[config.mk]
export PLATFORM = sky130hd
export DESIGN_NAME = dma_engine
export DESIGN_NICKNAME = d
export VERILOG_FILES = /design/src/rtl/dma_defs.sv /design/src/rtl/dma_engine.sv
export SDC_FILE = /design/constraint.sdc
export NUM_CORES = 1
export LEC_CHECK = 0
export ABC_AREA = 1
export BUFFER_PORTS_ARGS = -buffer_cell sky130_fd_sc_hd__buf_4
export CORE_ASPECT_RATIO = 1.4
export CORE_UTILIZATION = 29
export DETAILED_ROUTE_END_ITERATION = 7
export SYNTH_ARGS = -nofsm -noshare
export SYNTH_HDL_FRONTEND = slang
export SYNTH_SLANG_ARGS = --single-unit
[constraint.sdc]
create_clock -name clk -period 3.6 [get_ports clk]
set_input_delay 0.72 -clock clk [delete_from_list [all_inputs] [get_ports clk]]
set_output_delay 0.72 -clock clk [all_outputs]
set_load 0.01 [all_outputs]
[src/rtl/dma_defs.sv]
// dma_defs: register map, CTRL bit positions and FSM encoding shared by the DMA engine.
package dma_defs;
    localparam logic [3:0] REG_SRC  = 4'h0;
    localparam logic [3:0] REG_DST  = 4'h4;
    localparam logic [3:0] REG_LEN  = 4'h8;
    localparam logic [3:0] REG_CTRL = 4'hC;

    localparam int CTRL_START  = 0;
    localparam int CTRL_IRQ_EN = 1;
    localparam int CTRL_DONE   = 2;
    localparam int CTRL_BUSY   = 3;

    typedef enum logic [2:0] {
        ST_IDLE,
        ST_RD,
        ST_GAP_W,
        ST_WR,
        ST_GAP_R
    } state_t;

    function automatic logic [31:0] merge_bytes(input logic [31:0] old_v, input logic [31:0] new_v,
                                                input logic [3:0] strb);
        logic [31:0] r;
        for (int i = 0; i < 4; i++) r[8*i +: 8] = strb[i] ? new_v[8*i +: 8] : old_v[8*i +: 8];
        return r;
    endfunction
endpackage

[src/rtl/dma_engine.sv]
// dma_engine: word-granular memory-to-memory copier with a register responder port and a valid/ready initiator port.
module dma_engine
    import dma_defs::*;
#(
    parameter int LEN_WIDTH = 16
) (
    input  logic        clk,
    input  logic        reset_n,
    input  logic        select,
    input  logic [3:0]  wstrb,
    input  logic [3:0]  addr,
    input  logic [31:0] data_i,
    output logic        ready,
    output logic [31:0] data_o,
    output logic        m_valid,
    output logic [31:0] m_addr,
    output logic [31:0] m_wdata,
    output logic [3:0]  m_wstrb,
    input  logic        m_ready,
    input  logic [31:0] m_rdata,
    output logic        irq
);
    state_t               state_q, state_d;
    logic                 ready_q, ready_d;
    logic [31:0]          data_o_q, data_o_d;
    logic [31:0]          src_q, src_d, dst_q, dst_d;
    logic [LEN_WIDTH-1:0] len_q, len_d, rem_q, rem_d;
    logic [31:0]          cur_src_q, cur_src_d, cur_dst_q, cur_dst_d, buf_q, buf_d;
    logic                 irq_en_q, irq_en_d, done_q, done_d, zero_q, zero_d;
    logic                 m_valid_q, m_valid_d;
    logic [31:0]          m_addr_q, m_addr_d, m_wdata_q, m_wdata_d;
    logic [3:0]           m_wstrb_q, m_wstrb_d;
    logic                 access, wr, busy, ctrl_wr, start, finish;
    logic [3:0]           word;
    logic [31:0]          len_m, rdata;

    assign access  = select & ~ready_q;
    assign wr      = access & |wstrb;
    assign word    = {addr[3:2], 2'b00};
    assign busy    = state_q != ST_IDLE;
    assign ctrl_wr = wr && word == REG_CTRL && wstrb[0];
    assign start   = ctrl_wr && data_i[CTRL_START] && !busy;
    assign len_m   = merge_bytes(32'(len_q), data_i, wstrb);
    assign rdata   = word == REG_SRC ? src_q :
                     word == REG_DST ? dst_q :
                     word == REG_LEN ? 32'(len_q) :
                     {28'd0, busy, done_q, irq_en_q, 1'b0};

    always_comb begin
        ready_d   = access;
        data_o_d  = access ? rdata : data_o_q;
        src_d     = (wr && word == REG_SRC && !busy) ? merge_bytes(src_q, data_i, wstrb) : src_q;
        dst_d     = (wr && word == REG_DST && !busy) ? merge_bytes(dst_q, data_i, wstrb) : dst_q;
        len_d     = (wr && word == REG_LEN && !busy) ? len_m[LEN_WIDTH-1:0] : len_q;
        irq_en_d  = ctrl_wr ? data_i[CTRL_IRQ_EN] : irq_en_q;
        zero_d    = start && len_q == '0;
        state_d   = state_q;
        cur_src_d = cur_src_q;
        cur_dst_d = cur_dst_q;
        rem_d     = rem_q;
        buf_d     = buf_q;
        m_valid_d = m_valid_q;
        m_addr_d  = m_addr_q;
        m_wdata_d = m_wdata_q;
        m_wstrb_d = m_wstrb_q;
        finish    = 1'b0;
        case (state_q)
            ST_IDLE: if (start && len_q != '0) begin
                state_d   = ST_RD;
                cur_src_d = {src_q[31:2], 2'b00};
                cur_dst_d = {dst_q[31:2], 2'b00};
                rem_d     = len_q;
                m_valid_d = 1'b1;
                m_addr_d  = {src_q[31:2], 2'b00};
                m_wstrb_d = 4'h0;
            end
            ST_RD: if (m_ready) begin
                state_d   = ST_GAP_W;
                buf_d     = m_rdata;
                m_valid_d = 1'b0;
            end
            ST_GAP_W: begin
                state_d   = ST_WR;
                m_valid_d = 1'b1;
                m_addr_d  = cur_dst_q;
                m_wdata_d = buf_q;
                m_wstrb_d = 4'hF;
            end
            ST_WR: if (m_ready) begin
                cur_src_d = cur_src_q + 32'd4;
                cur_dst_d = cur_dst_q + 32'd4;
                rem_d     = rem_q - 1'b1;
                m_valid_d = 1'b0;
                finish    = rem_q == LEN_WIDTH'(1);
                state_d   = finish ? ST_IDLE : ST_GAP_R;
            end
            ST_GAP_R: begin
                state_d   = ST_RD;
                m_valid_d = 1'b1;
                m_addr_d  = cur_src_q;
                m_wstrb_d = 4'h0;
            end
            default: state_d = ST_IDLE;
        endcase
        // a clear and a completion in the same cycle leave done set
        done_d = (done_q & ~(ctrl_wr & data_i[CTRL_DONE])) | finish | zero_q;
    end

    always_ff @(posedge clk or negedge reset_n) begin
        if (!reset_n) begin
            state_q   <= ST_IDLE;
            ready_q   <= 1'b0;
            data_o_q  <= '0;
            src_q     <= '0;
            dst_q     <= '0;
            len_q     <= '0;
            rem_q     <= '0;
            cur_src_q <= '0;
            cur_dst_q <= '0;
            buf_q     <= '0;
            irq_en_q  <= 1'b0;
            done_q    <= 1'b0;
            zero_q    <= 1'b0;
            m_valid_q <= 1'b0;
            m_addr_q  <= '0;
            m_wdata_q <= '0;
            m_wstrb_q <= '0;
        end else begin
            state_q   <= state_d;
            ready_q   <= ready_d;
            data_o_q  <= data_o_d;
            src_q     <= src_d;
            dst_q     <= dst_d;
            len_q     <= len_d;
            rem_q     <= rem_d;
            cur_src_q <= cur_src_d;
            cur_dst_q <= cur_dst_d;
            buf_q     <= buf_d;
            irq_en_q  <= irq_en_d;
            done_q    <= done_d;
            zero_q    <= zero_d;
            m_valid_q <= m_valid_d;
            m_addr_q  <= m_addr_d;
            m_wdata_q <= m_wdata_d;
            m_wstrb_q <= m_wstrb_d;
        end
    end

    assign ready   = ready_q;
    assign data_o  = data_o_q;
    assign m_valid = m_valid_q;
    assign m_addr  = m_addr_q;
    assign m_wdata = m_wdata_q;
    assign m_wstrb = m_wstrb_q;
    assign irq     = done_q & irq_en_q;
endmodule

# Word-level counts from Yosys, hierarchy flattened
# Index checks and enable logic that the tools add are counted.
# classes
add_sub_neg,3
multipliers,0
div_mod_pow,0
magnitude_cmp,0
n_eq_ne,12
n_shift,0
muxes,25
n_bitwise,9
reduce_logical,39
# op_table
cell,count
32-bit two-way mux,6
32-bit one-hot mux with 2 select lines,2
32-bit one-hot mux with 3 select lines,1
32-bit by 3-bit adder with 32-bit output (second input constant),2
16-bit two-way mux,3
16-bit one-hot mux with 2 select lines,1
2-bit AND reduction,12
16-bit by 1-bit == test with 1-bit output (second input constant),1
16-bit zero test,1
16-bit nonzero test,1
16-bit by 1-bit subtractor with 16-bit output (second input constant),1
3-bit one-hot mux with 5 select lines,1
1-bit logical AND,12
3-bit two-way mux,4
4-bit one-hot mux with 3 select lines,1
3-bit AND reduction,3
3-bit nonzero test,3
3-bit by 2-bit == test with 1-bit output (second input constant),2
2-bit != test (second input constant),3
1-bit AND,5
2-bit == test (second input constant),2
4-bit zero test,1
1-bit two-way mux,4
4-bit two-way mux,1
other kinds (12),15
# totals
ff_bits,300
latchBits,0
ram_bits,0
mem_bits_ro,0
inputBits,76
output_inout_bits,103
word_cells,112
memories,0

# Longest topological paths before layout
# Gate-level depths: netlist of the first run.
# logic_depth
ltp_word,10
mapped_depth,12
depth_no_buf,11

# Worst setup path before layout of the first run
# OpenSTA, ideal clock, no wires.
# synth_timing
kind,input to register
start,in select
end,reg m_addr_q[27] (netlist: m_addr[27])
setup_time_ns,0.123
t_arrival_ns,1.820
setup_slack_ns,1.657
path_stages,10
path_buffers,1
cell_sequence,inv_1 > nor2_1 > nand3_1 > nor2_2 > nand2_2 > nand2_2 > nand2_2 > buf_2 > nand2_1 > o21ai_1
# synth_between
elab_chain_len,9
# synth_rtl
item,line,rtl
"start, declared",dma_engine.sv:9,"input logic select,"
1-bit AND,dma_engine.sv:37,assign access = select & ~ready_q;
1-bit AND,dma_engine.sv:38,assign wr = access & |wstrb;
1-bit logical AND (2 in a row),dma_engine.sv:41,assign ctrl_wr = wr && word == REG_CTRL && wstrb[0];
1-bit logical AND (2 in a row),dma_engine.sv:42,assign start = ctrl_wr && data_i[CTRL_START] && !busy;
1-bit logical AND,dma_engine.sv:68,ST_IDLE: if (start && len_q != '0) begin
2-bit != test (no source line),--,
2-bit AND reduction (no source line),--,
"end signal, assigned",dma_engine.sv:143,m_addr_q <= m_addr_d;
"end, declared",dma_engine.sv:31,"logic [31:0] m_addr_q, m_addr_d, m_wdata_q, m_wdata_d;"
# Every way passes these cells.
# A chain may end at the register's enable or synchronous reset.

# Final worst setup path of the first run
# layout_timing
start,reg len_q[11]
end,reg cur_src_q[29]
# layout_between
elab_chain_len,4
# layout_rtl
item,line,rtl
"start, declared",dma_engine.sv:27,"logic [LEN_WIDTH-1:0] len_q, len_d, rem_q, rem_d;"
"start signal, assigned",dma_engine.sv:134,len_q <= len_d;
16-bit nonzero test,dma_engine.sv:68,
1-bit logical AND,dma_engine.sv:68,
2-bit != test (no source line),--,
3-bit AND reduction (no source line),--,
"end signal, assigned",dma_engine.sv:136,cur_src_q <= cur_src_d;
"end, declared",dma_engine.sv:28,"logic [31:0] cur_src_q, cur_src_d, cur_dst_q, cur_dst_d, buf_q, buf_d;"
# Every way passes these cells.

==> results summary, run 1 <==
The run finished with clean final reports. Net switching is 40.8% of the power. The placer congestion estimate is slightly above 0.9. In the layout the commonest cells are 562 x nand2_1, 292 x dfrtp_1, 214 x nor2_1.

The count of TritonRoute iterations in the first routing pass came out at 5. Entering global routing, the biggest net connects ~120 pins. The via count of the first global-routing pass came to 13437. Buffers inserted to repair hold after CTS numbered 0. The number of cells after detailed placement is 2686.

The detailed-route DRC error count came out at 0. The wire length after detailed routing is 47300 um. The critical path class is reg2reg. The part of the total power dissipated in sequential elements came out at 41.3%. The highest clock frequency the design can meet came out at around 0.4 GHz. Yosys attributes the largest share of cell area to dfrtp_1 50%, nand2_1 14%, o21ai_0 5.8%, nor2_1 5.5%, inv_1 4.9%. Cells with a size suffix above 1 make up around an eighth of the layout. From left edge to right edge, the die measures approximately 190 um.

The overall global routing resource usage is about 19%. The number of primary I/O pins came out at 179. The source-to-sink clock delay at the later pin of the worst-skew pair is 0.58 ns.

The number of clock sinks seen by CTS came out at just under 300. The library cell used most frequently in the layout, excluding fill and tap cells, is nand2_1. The path class of the tightest hold or removal check is in2async.

The leakage power total came out at between 8 and 9 nW. The clock transition at the registers of the reported paths is 0.07 ns. Leaving out filler cells and counting taps, the final layout contains around 2700. The flip-flop and latch count after synthesis came out at 292. For met2 alone, demand over resource in global routing was between 30 and 40%. The synthesized netlist occupies a cell area of 14600 um^2. The switching component of the power is 5.83 mW. The setup total negative slack is 0 ns. The final period utilization came out at a little over two thirds. The tree is rooted in a clkbuf_16.

The post-route minimum period came out at ~2.5 ns. The net count of the finished layout is about 2200. The number of rows created at floorplan is between 90 and 100. The total count of hold-check failures in the final report was 0. In this run the mean area of a mapped cell was between 7 and 8 um^2.

The number of port buffers came out at roughly 180. The total area inside the core boundary comes to around 49000 um^2. The pre-CTS setup slack came out at between 0.8 and 0.9 ns. The initial antenna violation count is 0. 0 antenna diodes ended up in the layout. The max-slew violation count is 0. The clock buffer count from CTS is 29. The slew at the pin closest to its max-slew limit came out at roughly 0.77 ns. The share of total power in combinational logic came out at a little over a third.

The starting density of the core came out at roughly 30%. The first global-routing pass estimated around 74000 um of wire. Dividing the detail-routed via count by the number of cells gives 4.95.

The critical path's most frequent cell is nand2_1. STA classifies the critical path endpoint as a flip-flop. The post-cts gate resize count is 0. The largest individual stage delay along the critical path comes from the cell dfrtp_1. The maximum clock path buffer count came out at 3. The peak supply drop is between 0.5 and 0.6 mV. Setup repair after global routing left no endpoint under its margin. Setup violations remaining at the end of the flow were counted as 0. The first-iteration detailed-routing DRC count came out at between 800 and 900. The critical path goes through nor2_1 -> nand2_1 -> nor2_1 -> nand2_1 -> nand2_2 -> nand2_4 -> inv_2 -> buf_12 -> nor2_1 -> nand2_1 -> nand2_1. The synthesized instance count came out at around 1900.

For this run, the slowest stage of the critical path takes between 0.4 and 0.5 ns. After synthesis, flip-flops and latches occupy approximately 50% of the total area. The unique cell type count in the Yosys netlist is 36. The CTS H-tree depth is 1. TritonCTS built the clock tree. The power density normalized to cell area came out at 817 nW/um^2.

The most heavily used metal layer in global routing is met2. The data required time at the worst endpoint came out at between 4 and 5 ns. Summing over every cut layer, the via total after detailed routing is about 14000. The internal power is around 8.5 mW. The die covers 51100 um^2. The type of element launching the critical path is a flip-flop. The fraction of met3 tracks used by global routing is 2.61%. Dividing the detail-routed wire length by the instance count gives approximately 17 um. The clock network burns 22.2% of the power. The area growth from synthesis to final layout is 20.2%.

The arrival time reported for the critical path endpoint is slightly below 3 ns. The clock tree skew after final layout is approximately 0.022 ns. Across the run, the number of max-cap violations was 0. Of all cell types, the one taking the most synthesized area is dfrtp_1. The met1 usage is between 20% and 30%. Of all nets on the critical path, the largest fanout is 29.

The post-detailed-route count of antenna-violating nets came out at 0. Across all setup checks in the final design, the least slack found is between 1 and 1.5 ns. Buffers added to address setup during post-CTS repair amount to 0.

Of the post-synthesis cell area, the dominant cell type holds about half. Yosys printed 0 warnings. The max-slew headroom at the worst pin came out at approximately half. Synthesis produced a netlist with a net count of 2022.

The total grt overflow came out at 0. The floorplan step set the die height to roughly 270 um. Summed over all nets, the half-perimeter wirelength after detailed placement is roughly 34000 um.
[per-layer routing]
layer / vias to the layer above / routed length (um)
met1: 6414 / 19500
met3: 139 / 2460
li1: 6550 / -
met2: 451 / 22300
met5: - / 0
met4: 0 / 2980
[Yosys cell counts]
| master | number |
|---|---|
| o21ai_0 | 169 |
| buf_6 | 3 |
| xnor2_1 | 1 |
| buf_4 | 6 |
| nor3_2 | 2 |
| or2_2 | 18 |
| dfrtp_1 | 292 |
| a21oi_1 | 115 |
| nor2_1 | 215 |
| nand3b_1 | 5 |
| a21boi_1 | 1 |
| nor3_1 | 4 |
| o21bai_1 | 1 |
| nand2_1 | 562 |
| a221oi_1 | 2 |
| nand4_1 | 6 |
| ha_1 | 4 |
| mux2i_1 | 1 |
| nand2_2 | 4 |
| nor2_4 | 1 |
| o22ai_1 | 34 |
| clkinv_1 | 1 |
| a31oi_1 | 6 |
| nand3_1 | 122 |
| a21boi_0 | 1 |
| nand2_4 | 1 |
| nor2_2 | 2 |
| clkbuf_1 | 55 |
| inv_2 | 6 |
| xor2_1 | 6 |
| o211ai_1 | 17 |
| buf_1 | 3 |
| inv_1 | 190 |
| a41oi_1 | 2 |
| o21ai_1 | 67 |
| buf_2 | 17 |
[stage by stage]
step	hold slack, ns	power (mW)	cell area, um^2	util (%)
detailed placement	0.432	11.2	16500	33.5
finish	0.181	14.3	17500	35.5
CTS	0.191	14.4	17500	35.5
floorplan	0.412	8.94	14600	-
global placement	0.428	11.0	16500	33.5
global route	0.206	15.3	17500	35.5
[sequential cells by signal, summed over array words and instances (netlist names), 30 cells and up]
signal     count
m_addr        31
cur_src_q     30
data_o        32
src_q         32
m_wdata       32
dst_q         32
buf_q         32
cur_dst_q     30
[cell families (layout without fill, tap and decap cells)]
logic type / Yosys count / after routing / share of synthesized area, %
AOI/OAI and AO/OA: 415 / 415 / 15.1
DFF: 292 / 292 / 50.2
adders and majority gates: 4 / 4 / 0.344
buffers and inverters: 281 / 438 / 7.70
xor gates and xnor gates: 7 / 7 / 0.421
muxes: 1 / 1 / 0.0688
and+or+nand+nor: 942 / 942 / 26.2
[final timing paths]
check,start,endpoint,slack (ns),cells after the start
hold reg to reg,zero_q,done_q,0.46,1
hold / removal,reset_n,data_o[6],0.18,1
setup / recovery,len_q[11],cur_src_q[29],1.09,11
setup reg to reg,len_q[11],cur_src_q[29],1.09,11
min in group clk,m_ready,state_q[1],0.38,2
max in group asynchronous,reset_n,dst_q[15],2.55,2
[worst max-delay path: cells and delay by family, from the launching register on]
| kind | cells | cell delay [ns] |
|---|---|---|
| buf+inv | 2 | 0.70 |
| flops | 1 | 0.45 |
| simple gates | 9 | 1.23 |
[area by class of cell]
type	instances	area [um^2]
Inverter	197	739
Fill cell	5189	31800
Clock buffer	39	833
Multi-Input combinational cell	1369	6150
Clock inverter	11	136
Sequential cell	292	7310
Timing Repair Buffer	191	1530
Tap cell	637	797
[power groups by stage]
stage | registers, mW | logic [mW] | clock network (mW)
2_1_floorplan | 5.68 | 3.26 | 0
3_3_place_gp | 5.89 | 5.11 | 0
3_5_place_dp | 5.92 | 5.26 | 0
4_1_cts | 5.89 | 5.27 | 3.23
5_1_grt | 6.07 | 5.92 | 3.35
6_report | 5.91 | 5.21 | 3.17
(Power assumes the default switching activity.)
==> run 2: changes to the inputs <==
==> constraint.sdc (replaced) <==
create_clock -name clk -period 2.6 [get_ports clk]
set_input_delay 0.52 -clock clk [delete_from_list [all_inputs] [get_ports clk]]
set_output_delay 0.52 -clock clk [all_outputs]
set_load 0.01 [all_outputs]
==> results summary, run 2 (synthesized netlist as in run 1, its figures left out) <==
Outcome: finished, final reports clean (unchanged). The final cell count without fillers came out at 2762 (was 2736). The placer congestion estimate is 0.939 (was 0.925). The total count of hold-check failures in the final report came out at 0 (unchanged). The number of primary I/O pins came to 179 (unchanged).

The reg-to-reg critical path startpoint is len_q[11] (unchanged). Most used cells in the layout excluding fill and tap cells: 562 x nand2_1, 292 x dfrtp_1, 214 x nor2_1 (unchanged). The fraction of met3 tracks used by global routing came out at 3.08% (was 2.61%).

The initial antenna violation count came out at 0 (unchanged). The total number of vias came to 13447 (was 13554). The total grt overflow is 0 (unchanged). The class of the tightest hold or removal check is in2reg (was in2async). The maximum fanout along the worst path is 45 (was 29).

The area growth from synthesis to final layout is 22.0% (was 20.2%). The die area was 51100 um^2 (unchanged). The flop-to-flop setup slack is 0.41 ns (was 1.09 ns). The highest clock frequency the design can meet is 0.456 GHz (was 0.398 GHz). The layout net count is 2181 (was 2160).

The mean number of vias per cell was 4.87 (was 4.95). The post-detailed-route count of antenna-violating nets is 0 (unchanged). The first-pass GRT wire length is 75600 um (was 74300 um). The critical path endpoint category is a flip-flop (unchanged). The detailed-route DRC error count is 0 (unchanged).

The peak supply drop is 0.779 mV (was 0.542 mV). The wire length after detailed routing came out at 48300 um (was 47300 um). The width of the die came out at 191 um (unchanged). The overall power after layout came out at 20.1 mW (was 14.3 mW). The setup total negative slack is 0 ns (unchanged). The capturing point of the worst reg2reg path is m_addr[11] (was cur_src_q[29]).

The critical path class was reg2reg (unchanged). The arrival time reported for the critical path endpoint came to 2.69 ns (was 2.97 ns). The number of port buffers came to 176 (unchanged). The number of cells after detailed placement is 2706 (was 2686).

The met1 usage is 23.2% (was 22.8%). The die height was 267 um (unchanged). The source-to-sink clock delay at the later pin of the worst-skew pair is 0.59 ns (was 0.58 ns). The data required time at the worst endpoint came out at 3.10 ns (was 4.06 ns). The proportion of layout cells with a drive suffix above 1 came out at 14.2% (was 13.1%). The maximum number of pins on one net before global-route repair is 71 (was 119).

The worst hold slack after final layout is 0.151 ns (was 0.181 ns). The hold path depth came out at 2. The leakage power total came out at 8.33 nW (was 8.17 nW). The number of clock sinks seen by CTS came out at 292 (unchanged). The commonest non-fill, non-tap cell in the layout was nand2_1 (unchanged). The clock buffer count from CTS is 29 (unchanged). The max-slew violation count came out at 0 (unchanged). The root buffer cell is clkbuf_16 (unchanged).

The number of rows created at floorplan is 96 (unchanged). The power density normalized to cell area is 1130 nW/um^2 (was 817 nW/um^2). The path with the worst hold slack has its endpoint at state_q[1]. The starting density of the core was 29.6% (unchanged). The max-cap violation count is 0 (unchanged). The post-detailed-placement half-perimeter wirelength was 35900 um (was 34500 um). The worst reg-to-reg path cell count was 10 (was 11). The first-iteration detailed-routing DRC count came to 930 (was 837). The met2 track demand over resource in global routing is 32.7% (was 30.5%). The setup violation total in the final timing report came out at 0 (unchanged). RSZ-0062 raised after global routing: false (unchanged).

The most heavily used metal layer in global routing is met2 (unchanged). The final period utilization is 84.3% (was 69.7%). The count of TritonRoute iterations in the first routing pass is 5 (unchanged).

The count of buffers added by post-CTS timing repair for setup came out at 0 (unchanged). The via count of the first global-routing pass is 13355 (was 13437). The overall global routing resource usage is 19.0% (was 18.5%).

The post-route minimum period came out at 2.19 ns (was 2.51 ns). The maximum clock path buffer count is 3 (unchanged). The clock tree skew after final layout came to 0.0266 ns (was 0.0223 ns). The average wire per standard cell is 17.5 um (was 17.3 um). The total core area came out at 49200 um^2 (unchanged). In this run the most critical hold path is launched from m_ready. The clock tree from TritonCTS is built (unchanged).

The CTS H-tree depth is 1 (unchanged). The slew at the pin closest to its max-slew limit is 0.715 ns (was 0.774 ns). The clock transition at the registers of the reported paths is 0.07 ns (about the same). The max-slew headroom at the worst pin came out at 52.3% (was 48.4%). The type of element launching the critical path was a flip-flop (unchanged).
[run 2: timing repair]
action,4_1_cts,5_1_grt
hold buffers,1,0
endpoints found under the hold margin,55,0
resized for setup,0,0
[run 2: worst max-delay path: stages (launching register included)]
cell	delay, ns
dfrtp_1	0.43
nor2_1	0.12
nand2_1	0.07
nor2_1	0.17
nand2_1	0.21
nand2_2	0.29
nand2_2	0.14
nand2_2	0.09
buf_4	0.38
nand2_1	0.10
o21ai_1	0.09
[run 2: layout make-up]
cell class,count,area (um^2)
Multi-Input combinational cell,1369,6150
Clock buffer,37,826
Sequential cell,292,7310
Clock inverter,17,229
Fill cell,5186,31500
Timing Repair Buffer,212,1710
Antenna cell,1,2.50
Inverter,197,739
Tap cell,637,797
[run 2: power breakdown]
part / switching [mW] / total (mW) / internal [mW]
Clock: 1.92 / 4.66 / 2.75
Combinational: 4.47 / 7.25 / 2.78
Sequential: 1.76 / 8.20 / 6.44
[run 2: metrics by stage]
step	utilization (%)	area [um^2]	setup WS, ns
2_1_floorplan	-	14600	0.857
3_3_place_gp	33.9	16700	0.331
3_5_place_dp	33.9	16700	0.311
4_1_cts	36.1	17800	0.392
5_1_grt	36.1	17800	0.164
6_report	36.1	17800	0.408
[run 2: worst max path at each step]
stage	from	to	slack (ns)	depth (start not counted)
global placement	select	cur_src_q[19]	0.33	11
detailed placement	select	cur_dst_q[21]	0.31	11
CTS	len_q[11]	m_addr[11]	0.39	10
global route	len_q[11]	m_addr[18]	0.16	10
floorplan	select	m_addr[27]	0.86	10
finish	len_q[11]	m_addr[11]	0.41	10
[run 2: metal layers]
| metal | part of all wire [%] | vias up |
|---|---|---|
| met5 | 0 | - |
| met4 | 4.2 | 0 |
| met3 | 5.7 | 82 |
| met2 | 49 | 368 |
| met1 | 41 | 6408 |
| li1 | - | 6589 |
==> run 3: changes to the inputs <==
--- a/config.mk
+++ b/config.mk
@@ -5,7 +5,7 @@
 export SDC_FILE = /design/constraint.sdc
 export NUM_CORES = 1
 export LEC_CHECK = 0
-export ABC_AREA = 1
+export ABC_AREA = 0
 export BUFFER_PORTS_ARGS = -buffer_cell sky130_fd_sc_hd__buf_4
 export CORE_ASPECT_RATIO = 1.4
 export CORE_UTILIZATION = 29
==> constraint.sdc (replaced) <==
create_clock -name clk -period 2.2 [get_ports clk]
set_input_delay 0.44 -clock clk [delete_from_list [all_inputs] [get_ports clk]]
set_output_delay 0.44 -clock clk [all_outputs]
set_load 0.01 [all_outputs]
==> results summary, run 3 <==
The worst hold slack after final layout was 0.101 ns (was 0.151 ns). The synthesized area per cell is 10.8 um^2 (was 7.50 um^2). The maximum fanout along the worst path is 24 (was 45).

The class of the tightest hold or removal check is in2reg (unchanged). The source-to-sink clock delay at the later pin of the worst-skew pair came to 0.57 ns (was 0.59 ns). The post-detailed-route count of antenna-violating nets was 0 (unchanged).

The flop-to-flop setup slack came out at 0.04 ns (was 0.41 ns). The average wire per standard cell is 19.3 um (was 17.5 um). The delay of the slowest critical-path stage is 0.39 ns (was 0.43 ns).

The setup violation total in the final timing report was 0 (unchanged). The overall global routing resource usage is 16.7% (was 19.0%). The warning count from the yosys run is 0 (unchanged). The detailed-route DRC error count came out at 0 (unchanged). The data required time at the worst endpoint is 2.65 ns (was 3.10 ns). The max-slew headroom at the worst pin is 56.0% (was 52.3%).

The first-pass GRT wire length is 64800 um (was 75600 um). The critical path's most frequent cell is buf_4. The unique cell type count in the Yosys netlist is 63 (was 36). The die height came out at 261 um (was 267 um). The post-detailed-placement half-perimeter wirelength was 30300 um (was 35900 um).

The setup total negative slack is 0 ns (unchanged). The primary flip-flop cell chosen by synthesis mapping was dfrtp_1 (unchanged). The post-synthesis share of cell area spent on full adders, half adders and majority gates is 0.360% (was 0.344%).

The number of port buffers is 176 (unchanged). The width of the die came out at 187 um (was 191 um). The area growth from synthesis to final layout was 28.8% (was 22.0%). Synth area leaders: dfrtp_1 53%, mux2_2 12%, a21oi_1 4.4%, mux2i_1 4.2%, nand2_1 3.1% (was dfrtp_1 50%, nand2_1 14%, o21ai_0 5.8%, nor2_1 5.5%, inv_1 4.9%).

The wire length after detailed routing is 42000 um (was 48300 um). The compound-gate portion of the synthesized area is 15.6% (was 15.1%). The number of primary I/O pins is 179 (unchanged).

The starting density of the core was 29.5% (was 29.6%). The type of element launching the critical path was a flip-flop (unchanged). The synthesized instance count is 1288 (was 1942). The highest clock frequency the design can meet is 0.462 GHz (was 0.456 GHz). The critical path endpoint category is a flip-flop (unchanged).

The maximum number of pins on one net before global-route repair is 66 (was 71). The fill cell total of the finished layout is 4610 (was 5186). RSZ-0062 raised after global routing: true (was false). The total count of hold-check failures in the final report came out at 0 (unchanged). Most used cells in the layout excluding fill and tap cells: 292 x dfrtp_1, 265 x buf_4, 148 x mux2_2 (was 562 x nand2_1, 292 x dfrtp_1, 214 x nor2_1).

The critical path's slowest cell is dfrtp_1 (unchanged). The leakage power total was 8.07 nW (was 8.33 nW). Cell-by-cell listing of the critical path: nor4_2 -> buf_4 -> nand4_1 -> buf_6 -> buf_4 -> a21oi_4 -> buf_4 -> buf_12 -> a21oi_1 -> o2bb2a_1 (was nor2_1 -> nand2_1 -> nor2_1 -> nand2_1 -> nand2_2 -> nand2_2 -> nand2_2 -> buf_4 -> nand2_1 -> o21ai_1).

The post-synthesis xor/xnor area fraction was 0.0630% (was 0.421%). The clock tree skew after final layout is 0.0205 ns (was 0.0266 ns). The max-cap violation count is 0 (unchanged). The simple logic cell fraction of the synthesized area is 11.3% (was 26.2%).

The count of TritonRoute iterations in the first routing pass came to 5 (unchanged). The peak supply drop came out at 0.848 mV (was 0.779 mV). The power density normalized to cell area came out at 1380 nW/um^2 (was 1130 nW/um^2). The flip-flop and latch count after synthesis came out at 292 (unchanged). The max-slew violation count is 0 (unchanged). The number of clock sinks seen by CTS is 292 (unchanged). The root buffer cell is clkbuf_16 (unchanged). The critical path class is reg2reg (unchanged). The clock transition at the registers of the reported paths is 0.06 ns (was 0.07 ns). The clock tree from TritonCTS was built (unchanged).

The total core area is 47200 um^2 (was 49200 um^2). The via count of the first global-routing pass is 11551 (was 13355). The net count after synthesis is 1368 (was 2022). The commonest non-fill, non-tap cell in the layout is dfrtp_1 (was nand2_1). The CTS H-tree depth came out at 1 (unchanged). The main combinational cell family by area after synthesis was multiplexers (was simple AND/OR/NAND/NOR gates). The number of enable-type register cells in the synthesized netlist is 0 (unchanged). The maximum clock path buffer count is 3 (unchanged). The post-synthesis async set-or-reset flop share came out at 100% (unchanged). The initial antenna violation count came out at 1 (was 0). The most common cell in the synthesized netlist is dfrtp_1 (was nand2_1). The total number of vias is 11219 (was 13447).

The final period utilization is 98.4% (was 84.3%). The post-route minimum period came out at 2.16 ns (was 2.19 ns). The clock buffer count from CTS came out at 29 (unchanged).

The arrival time reported for the critical path endpoint came to 2.62 ns (was 2.69 ns). The multiplexer area fraction after synthesis is 16.8% (was 0.0688%). The number of rows created at floorplan was 94 (was 96). The netlist area before placement came out at 13900 um^2 (was 14600 um^2). The proportion of layout cells with a drive suffix above 1 came out at 33.4% (was 14.2%). The die area came to 48800 um^2 (was 51100 um^2).

The slew at the pin closest to its max-slew limit is 0.660 ns (was 0.715 ns). The area share of the largest cell type after synthesis was 52.5% (was 50.2%). The mean number of vias per cell came to 5.16 (was 4.87). The layout net count was 1612 (was 2181). Top cells by count, synth: 292 x dfrtp_1, 148 x mux2_2, 122 x a21oi_1, 115 x nand2_1, 78 x o21ai_0 (was 562 x nand2_1, 292 x dfrtp_1, 215 x nor2_1, 190 x inv_1, 169 x o21ai_0).

The first-iteration detailed-routing DRC count came out at 675 (was 930). The largest area contributor in the synthesized netlist was dfrtp_1 (unchanged). Outcome: finished, final reports clean (unchanged).

The total grt overflow is 0 (unchanged). The proportion of synthesized chip area in sequential cells came out at 52.5% (was 50.2%). The placer congestion estimate is 0.877 (was 0.939). The final design utilization came to 38.0% (was 36.1%).
-- run 3: cell count changes in the layout (fill, tap and decap cells not counted), sizes merged, moves of 58 or more --
cell	change
mux2i	+58
mux2	+149
inv	-162
o21ai	-158
nand3	-87
nor2	-151
buf	+82
nand2	-448
-- run 3: layout make-up --
type	instances	area, um^2	share of cell area, %
timing repair buffer	296	2580	14.4
clock buffer	41	831	4.64
multi-input combinational	878	6200	34.6
sequential	292	7310	40.8
clock inverter	8	78.8	0.440
inverter	35	131	0.733
antenna	1	2.50	0.0140
tap	624	781	4.36
-- run 3: through the flow --
step,instance area [um^2],std cells,total power [mW],setup slack (ns)
2_1_floorplan,13900,1288,15.4,-0.0875
3_3_place_gp,16800,2116,19.5,-0.0677
3_5_place_dp,16800,2116,19.8,-0.113
4_1_cts,17800,2168,24.7,0.0348
5_1_grt,17900,2175,26.3,-0.0648
6_report,17900,2175,24.7,0.0353
-- run 3: where the power goes --
| group | total [mW] | switching (mW) | internal (mW) |
|---|---|---|---|
| logic | 9.90 | 4.81 | 5.09 |
| clock network | 4.84 | 2.11 | 2.73 |
| registers | 9.92 | 2.13 | 7.80 |
| total | 24.7 | 9.04 | 15.6 |
-- run 3: repair_timing --
action	in CTS	in global routing
hold endpoints to repair	53	0
resized for setup	0	9
gates cloned	0	2
pin swaps	1	1
setup buffers	2	4
hold buffers	1	0
endpoints found under the setup margin	32	42
-- run 3: final timing paths --
check / cells after the start / to / from
hold reg to reg: 2 / data_o[20] / data_o[20]
min in group asynchronous: 2 / dst_q[8] / reset_n
hold / removal: 2 / buf_q[23] / m_rdata[23]
max in group asynchronous: 3 / rem_q[13] / reset_n
setup / recovery: 10 / cur_dst_q[25] / len_q[15]
setup reg to reg: 10 / cur_dst_q[25] / len_q[15]
-- run 3: routing by layer --
metal / vias to the layer above / wire [um] / GRT usage [%]
met3: 80 / 2060 / 2.29
met2: 331 / 21200 / 29.4
li1: 5197 / - / -
met4: 0 / 1440 / 7.29
met5: - / 0 / 0
met1: 5611 / 17300 / 20.4
-- run 3: critical path, delay by kind of cell (launching register included) --
family                 cells  cell delay, ns
AOI/OAI and AO/OA          3            0.49
DFF                        1            0.39
and+or+nand+nor            2            0.41
buffers and inverters      5            0.76
-- run 3: kinds of logic after synthesis --
| kind of cell | Yosys count |
|---|---|
| compound gates | 343 |
| fa+ha+maj | 4 |
| xor+xnor | 1 |
| flops | 292 |
| simple gates | 319 |
| mux | 211 |
| buf+inv | 118 |
